`src/rtl/mutation_mask_gen.sv`:
```
// mutation_mask_gen: LFSR-driven bank of random bit-flip masks for the mutation stage.
// Builds mutationMaskCount masks (mutationBits distinct set bits each), raises
// maskReady, serves mask[nextFinalSelected*howGrowUp + growIndex], and regenerates
// the bank after a maskUsed rise/fall handshake.
// Ports:
//   CLOCK_50          in   clock, rising edge
//   reset             in   asynchronous, active-low
//   state_controller  in   top-level controller state
//   state_mutationFSM in   consumer FSM state
//   maskUsed          in   consumer is done with the current bank
//   nextFinalSelected in   parent index being mutated
//   maskReady         out  bank complete and frozen
//   growIndex         out  mutant index within the current parent
//   maskIndex         out  selected mask index (8-bit truncated)
//   mutationMask      out  selected mask, zero when maskIndex is out of range
// Optional build macro MASK_GEN_RESEED_EN adds seedLoad/seedValue, which reload
// the LFSR while the bank sits in READY or RELEASE.
module mutation_mask_gen #(
    parameter int unsigned geneBit              = 80,
    parameter int unsigned mutationMaskCount    = 16,
    parameter int unsigned howGrowUp            = 4,
    parameter int unsigned mutationBits         = 3,
    parameter int unsigned posBits              = 7,
    parameter logic [31:0] lfsrSeed             = 32'hACE12D3B,
    parameter logic [2:0]  mutation_controller  = 3'b011,
    parameter logic [3:0]  mutation_mutationFSM = 4'b0001
) (
    input  logic               CLOCK_50,
    input  logic               reset,
    input  logic [2:0]         state_controller,
    input  logic [3:0]         state_mutationFSM,
    input  logic               maskUsed,
    input  logic [7:0]         nextFinalSelected,
`ifdef MASK_GEN_RESEED_EN
    input  logic               seedLoad,
    input  logic [31:0]        seedValue,
`endif
    output logic               maskReady,
    output logic [7:0]         growIndex,
    output logic [7:0]         maskIndex,
    output logic [geneBit-1:0] mutationMask
);

    localparam int unsigned CNT_W =
        (mutationMaskCount > 1) ? $clog2(mutationMaskCount) : 1;
    localparam int unsigned BIT_W = $clog2(mutationBits + 1);
    localparam int unsigned EXT_W = 1 << posBits;

    localparam logic [31:0]      LFSR_TAPS  = 32'h80200003;
    localparam logic [CNT_W-1:0] LAST_MASK  = CNT_W'(mutationMaskCount - 1);
    localparam logic [BIT_W-1:0] BITS_DONE  = BIT_W'(mutationBits);
    localparam logic [7:0]       GROW_LAST  = 8'(howGrowUp - 1);
    localparam logic [7:0]       GROW_STEP  = 8'(howGrowUp);
    localparam logic [8:0]       MASK_LIMIT = 9'(mutationMaskCount);

    typedef enum logic [2:0] {
        CLEAR,
        GEN_BIT,
        NEXT_MASK,
        READY,
        RELEASE
    } state_e;

    state_e             state_q, state_d;
    logic [31:0]        lfsr_q, lfsr_d;
    logic [geneBit-1:0] mask_q [mutationMaskCount];
    logic [geneBit-1:0] mask_d [mutationMaskCount];
    logic [CNT_W-1:0]   mask_cnt_q, mask_cnt_d;
    logic [BIT_W-1:0]   bit_cnt_q, bit_cnt_d;
    logic               mask_ready_q, mask_ready_d;
    logic [7:0]         grow_index_q, grow_index_d;

    logic [31:0]        lfsr_step;
    logic [posBits-1:0] pos;
    logic [EXT_W-1:0]   cur_ext;
    logic [EXT_W-1:0]   set_ext;
    logic               pos_ok;
    logic [BIT_W-1:0]   bit_cnt_inc;
    logic               seed_load;
    logic [31:0]        seed_value;
    logic               in_mutation;

`ifdef MASK_GEN_RESEED_EN
    // A zero seed would lock the LFSR, so fall back to the reset seed.
    assign seed_load  = seedLoad;
    assign seed_value = (seedValue == 32'h0) ? lfsrSeed : seedValue;
`else
    assign seed_load  = 1'b0;
    assign seed_value = lfsrSeed;
`endif

    // Galois right-shift step for x^32+x^22+x^2+x+1.
    assign lfsr_step = {1'b0, lfsr_q[31:1]} ^ (lfsr_q[0] ? LFSR_TAPS : 32'h0);

    // The mask under construction is widened to the full LFSR position range
    // so that any candidate position indexes it safely.
    always_comb begin
        pos         = lfsr_q[posBits-1:0];
        cur_ext     = '0;
        cur_ext[geneBit-1:0] = mask_q[mask_cnt_q];
        set_ext     = cur_ext | (EXT_W'(1) << pos);
        pos_ok      = (32'(pos) < geneBit) && !cur_ext[pos];
        bit_cnt_inc = bit_cnt_q + BIT_W'(1);
    end

    always_comb begin
        state_d      = state_q;
        lfsr_d       = lfsr_q;
        mask_d       = mask_q;
        mask_cnt_d   = mask_cnt_q;
        bit_cnt_d    = bit_cnt_q;
        mask_ready_d = mask_ready_q;
        unique case (state_q)
            CLEAR: begin
                mask_d[mask_cnt_q] = '0;
                bit_cnt_d          = '0;
                state_d            = GEN_BIT;
            end
            GEN_BIT: begin
                lfsr_d = lfsr_step;
                // Rejected positions simply cost one more LFSR step.
                if (pos_ok) begin
                    mask_d[mask_cnt_q] = set_ext[geneBit-1:0];
                    bit_cnt_d          = bit_cnt_inc;
                    if (bit_cnt_inc == BITS_DONE) begin
                        state_d = NEXT_MASK;
                    end
                end
            end
            NEXT_MASK: begin
                if (mask_cnt_q == LAST_MASK) begin
                    mask_cnt_d   = '0;
                    mask_ready_d = 1'b1;
                    state_d      = READY;
                end else begin
                    mask_cnt_d = mask_cnt_q + CNT_W'(1);
                    state_d    = CLEAR;
                end
            end
            READY: begin
                if (seed_load) begin
                    lfsr_d = seed_value;
                end
                if (maskUsed) begin
                    mask_ready_d = 1'b0;
                    state_d      = RELEASE;
                end
            end
            RELEASE: begin
                if (seed_load) begin
                    lfsr_d = seed_value;
                end
                if (!maskUsed) begin
                    state_d = CLEAR;
                end
            end
            default: begin
                state_d = CLEAR;
            end
        endcase
    end

    assign in_mutation = (state_controller == mutation_controller) &&
                         (state_mutationFSM == mutation_mutationFSM);

    // growIndex only runs while the consumer is mutating a ready bank,
    // saturating at the last mutant of the parent.
    always_comb begin
        grow_index_d = grow_index_q;
        if (!in_mutation || !mask_ready_q) begin
            grow_index_d = '0;
        end else if (grow_index_q < GROW_LAST) begin
            grow_index_d = grow_index_q + 8'd1;
        end
    end

    always_ff @(posedge CLOCK_50 or negedge reset) begin
        if (!reset) begin
            state_q      <= CLEAR;
            lfsr_q       <= lfsrSeed;
            mask_q       <= '{default: '0};
            mask_cnt_q   <= '0;
            bit_cnt_q    <= '0;
            mask_ready_q <= 1'b0;
            grow_index_q <= '0;
        end else begin
            state_q      <= state_d;
            lfsr_q       <= lfsr_d;
            mask_q       <= mask_d;
            mask_cnt_q   <= mask_cnt_d;
            bit_cnt_q    <= bit_cnt_d;
            mask_ready_q <= mask_ready_d;
            grow_index_q <= grow_index_d;
        end
    end

    // 8-bit arithmetic gives the truncation of the selected index.
    assign maskIndex    = nextFinalSelected * GROW_STEP + grow_index_q;
    assign mutationMask = ({1'b0, maskIndex} < MASK_LIMIT) ?
                          mask_q[maskIndex[CNT_W-1:0]] : '0;
    assign maskReady    = mask_ready_q;
    assign growIndex    = grow_index_q;

endmodule
```
`config.mk`:
```
export PLATFORM = sky130hd
export DESIGN_NAME = mutation_mask_gen
export DESIGN_NICKNAME = d
export VERILOG_FILES = /design/src/rtl/mutation_mask_gen.sv
export SDC_FILE = /design/constraint.sdc
export NUM_CORES = 2
export LEC_CHECK = 0
export CAP_MARGIN = 5
export CORE_AREA = 2 2 358 360
export CTS_CLUSTER_SIZE = 24
export DETAILED_ROUTE_END_ITERATION = 12
export DIE_AREA = 0 0 360 362
export PLACE_DENSITY = 0.71
export RECOVER_POWER = 25
export SYNTH_ARGS = -nofsm -noshare
export SYNTH_HDL_FRONTEND = slang
export SYNTH_SLANG_ARGS = --single-unit
```
`constraint.sdc`:
```
create_clock -name CLOCK_50 -period 3.8 [get_ports CLOCK_50]
set_input_delay 0.57 -clock CLOCK_50 [delete_from_list [all_inputs] [get_ports CLOCK_50]]
set_output_delay 0.57 -clock CLOCK_50 [all_outputs]
set_load 0.02 [all_outputs]
```
==> flow_summary.yaml <==
setup_path:
  critPathKind: "flip-flop to flip-flop"
  crit_arrival_ns: 4.97
  worst-path-max-fanout: 17
  cp-end-kind: "flip-flop"
  cp_cell_sequence: "buf_4 -> buf_8 -> buf_12 -> and2_1 -> buf_12 -> a22o_1 -> a221oi_1 -> o21ai_0 -> o221a_2 -> o221ai_2 -> buf_4 -> a31oi_4 -> buf_12 -> o211ai_1 -> buf_6 -> buf_6 -> o2bb2ai_1"
  crit_top_cell: "buf_12"
  critPathLaunchType: "flip-flop"
  crit_slowest_cell: "dfrtp_4"
  cpPeakStageDelay_ns: 0.51
  cp.required_ns: 4.51
  path_buf_inv: 8
  critical-path-top-delay-family: "compound AO/OA/AOI/OAI gates"
clock_network:
  clkLatencyLatePin_ns: 0.82
  cts_made_buffers: 145
  cts.clk_slew.worst_paths_ns: 0.06
  cts_tree: "yes"
  cts_root_buf: "clkbuf_16"
  cts_max_level: 4
  cts_buffer_depth: 3
  cts_sinks: 1330
final_layout:
  drive_gt1_share_pct: 36.9
  final_area_mm2: 0.0858
  final_cell_mix: "1306 x dfrtp_1, 1266 x o2bb2ai_1, 708 x mux4_2, 468 x buf_4, 283 x buf_12"
  utilization_pct: 67.7
  n_fill_cell: 8510
  nets: 5350
  area_growth_pct: 22.1
  finalNonFillerCells: 7096
  layout_commonest_cell: "dfrtp_1"
power_and_ir_drop:
  finalPower_mw: 49.1
  seqPwrFrac_pct: 32.8
  leakage_nw: 34.3
  combPwrFrac_pct: 37.8
  p_sw_mw: 18.2
  power.internal_mw: 30.9
  swShare_pct: 37.1
  irDropWorstVdd_mv: 0.658
  clock_power_share_pct: 29.4
  powerDensity_mw_per_mm2: 572
placed_design:
  gp_congestion: 0.969
  port_buffers: 112
  dp_cells: 6767
  dp_hpwl_um: 169000
  postPlaceCellArea_mm2: 0.0798
timing:
  finalCritPeriodShare_pct: 112
  timing.hold.ws_ns: 0.503
  worst_slew_pin_slew_ns: 3.01
  max_slew_margin_pct: -101
  maxSlewViolCount: 77
  finalHoldViolations: 0
  post-route-min-period_ns: 4.26
  clock.fmax_ghz: 0.235
  rsz0062_at_grt: "yes"
  fin_ws_ns: -0.463
  skew_ns: 0.0407
  setup_violations: 1364
floorplan:
  num_rows: 131
  ios: 115
  die_w_um: 360
  initial_core_util_pct: 55.5
  dieHeight_um: 362
  core_mm2: 0.127
  die_area_mm2: 0.130
grt:
  grt_max_degree: 108
  grt-ovfl-total: 0
  grt_pass1_vias: 56800
  track_usage_pct: 40.9
  grt_pass1_wl_um: 392000
  antenna_found_initial: 14
detailed_routing:
  met3_length_um: 39800
  wl_per_cell_um: 38.6
  wl_um: 274000
  drt_iter0_drc: 8103
  wirelength_met1_um: 95200
  top_layer: "met5"
  drt_pass1_iterations: 6
  postRouteAntennaNets: 0
  route.detailed.drc: 0
  via_per_inst: 7.91
  met2_length_um: 119000
  vias: 56100
logic_synthesis:
  synth_cell_types: 78
  syn-num-nets: 4947
  syn_area_mm2: 0.0703
  synth_ff_type: "dfrtp_1"
  synth_top_area_share_pct: 46.7
  synth_area_leaders: "dfrtp_1 47%, mux4_2 23%, o2bb2ai_1 16%"
  avgSynthCellArea_um2: 14.3
  ys_seq_area_share_pct: 47.4
  synth-seq-cells: 1330
  netlist_instances: 4913
  yosysWarnings: 0
  synth_edf_count: 0
  synth-async-reset-ratio_pct: 100
  yosys.area.top_type: "dfrtp_1"
status:
  violations: "max-capacitance violations, max-slew violations, negative setup slack"
  status: "finished, violations left"
run:
  drv_cap: 1
hold_path:
  worst_hold_path_type: "flip-flop to flip-flop"
-- power by group through the flow --
stage | registers (mW) | clock network (mW) | logic, mW
finish | 16.1 | 14.4 | 18.6
global placement | 16.3 | 0 | 16.8
detailed placement | 16.3 | 0 | 16.9
CTS | 16.1 | 14.4 | 17.1
global route | 16.2 | 15.0 | 18.9
floorplan | 15.9 | 0 | 8.97
-- metrics by stage --
stage,setup TNS (ns),setup slack [ns]
2_1_floorplan,0,0.198
3_3_place_gp,-411.61,-0.560
3_5_place_dp,-463.93,-0.625
4_1_cts,-327.19,-0.413
5_1_grt,-588.33,-0.504
6_report,-453.72,-0.463
-- cells in the mapped netlist, types with 12 or more instances --
cell / count
ha_1: 15
a21oi_1: 46
buf_6: 12
a221oi_1: 17
buf_4: 36
mux2_2: 74
and3_1: 13
inv_1: 33
dfrtp_1: 1313
nor2_1: 58
o22ai_1: 24
nand3_1: 23
a31oi_1: 32
o21ai_0: 38
a211oi_1: 12
dfstp_2: 17
clkbuf_1: 360
mux2i_1: 142
buf_1: 34
mux4_2: 708
o211ai_2: 22
nor2b_1: 98
buf_2: 172
and2_1: 19
a22o_1: 17
nand2_1: 113
o2bb2ai_1: 1281
o211ai_1: 16
a22oi_1: 43
-- worst paths after layout --
path / from / to / slack (ns) / cells past startpoint
worst max register to register: mask_cnt_q[0] / mask_q[118] / -0.46 / 17
worst max-delay path: mask_cnt_q[0] / mask_q[118] / -0.46 / 17
worst min-delay path: mask_q[424] / mask_q[424] / 0.50 / 1
worst min register to register: mask_q[424] / mask_q[424] / 0.50 / 1
min in group asynchronous: reset / mask_q[730] / 1.22 / 2
max in group asynchronous: reset / mask_q[937] / 0.01 / 3
-- layout make-up --
type	instances	area [um2]	share of cell area, %
diodes	4	10.0	0.0117
clock buffers	213	4210	4.90
clock inverters	48	534	0.623
inverters	36	139	0.162
multi-input cells	2933	34800	40.5
flip-flops and latches	1330	33300	38.8
well taps	1662	2080	2.42
repair buffers	870	10700	12.5
-- layer usage --
layer | vias to the layer above | track usage (%)
met4 | 16 | 24.3
li1 | 21100 | -
met5 | - | 0
met1 | 29000 | 54.4
met3 | 1258 | 13.1
met2 | 4786 | 59.3
-- logic make-up after synthesis --
logic type	share of synthesized area, %
AOI/OAI and AO/OA	19.5
xor gates and xnor gates	0.112
adders and majority gates	0.295
buffers and inverters	4.10
DFF	47.4
muxes	25.9
and+or+nand+nor	2.70
-- state kept, by name, summed over array words and instances, names as in the netlist --
signal	count
state_q	3
mask_cnt_q	4
mask_q	1280
lfsr_q	32
maskReady	1
bit_cnt_q	2
growIndex	8
-- what timing repair did --
action,CTS,global route
pin swaps,2,12
setup endpoints to repair,1364,1364
resized for setup,304,201
hold buffers,1,0
buffers inserted,2,38
hold endpoints to repair,64,0
gates cloned,2,19
Power figures use the tool's default switching activity.
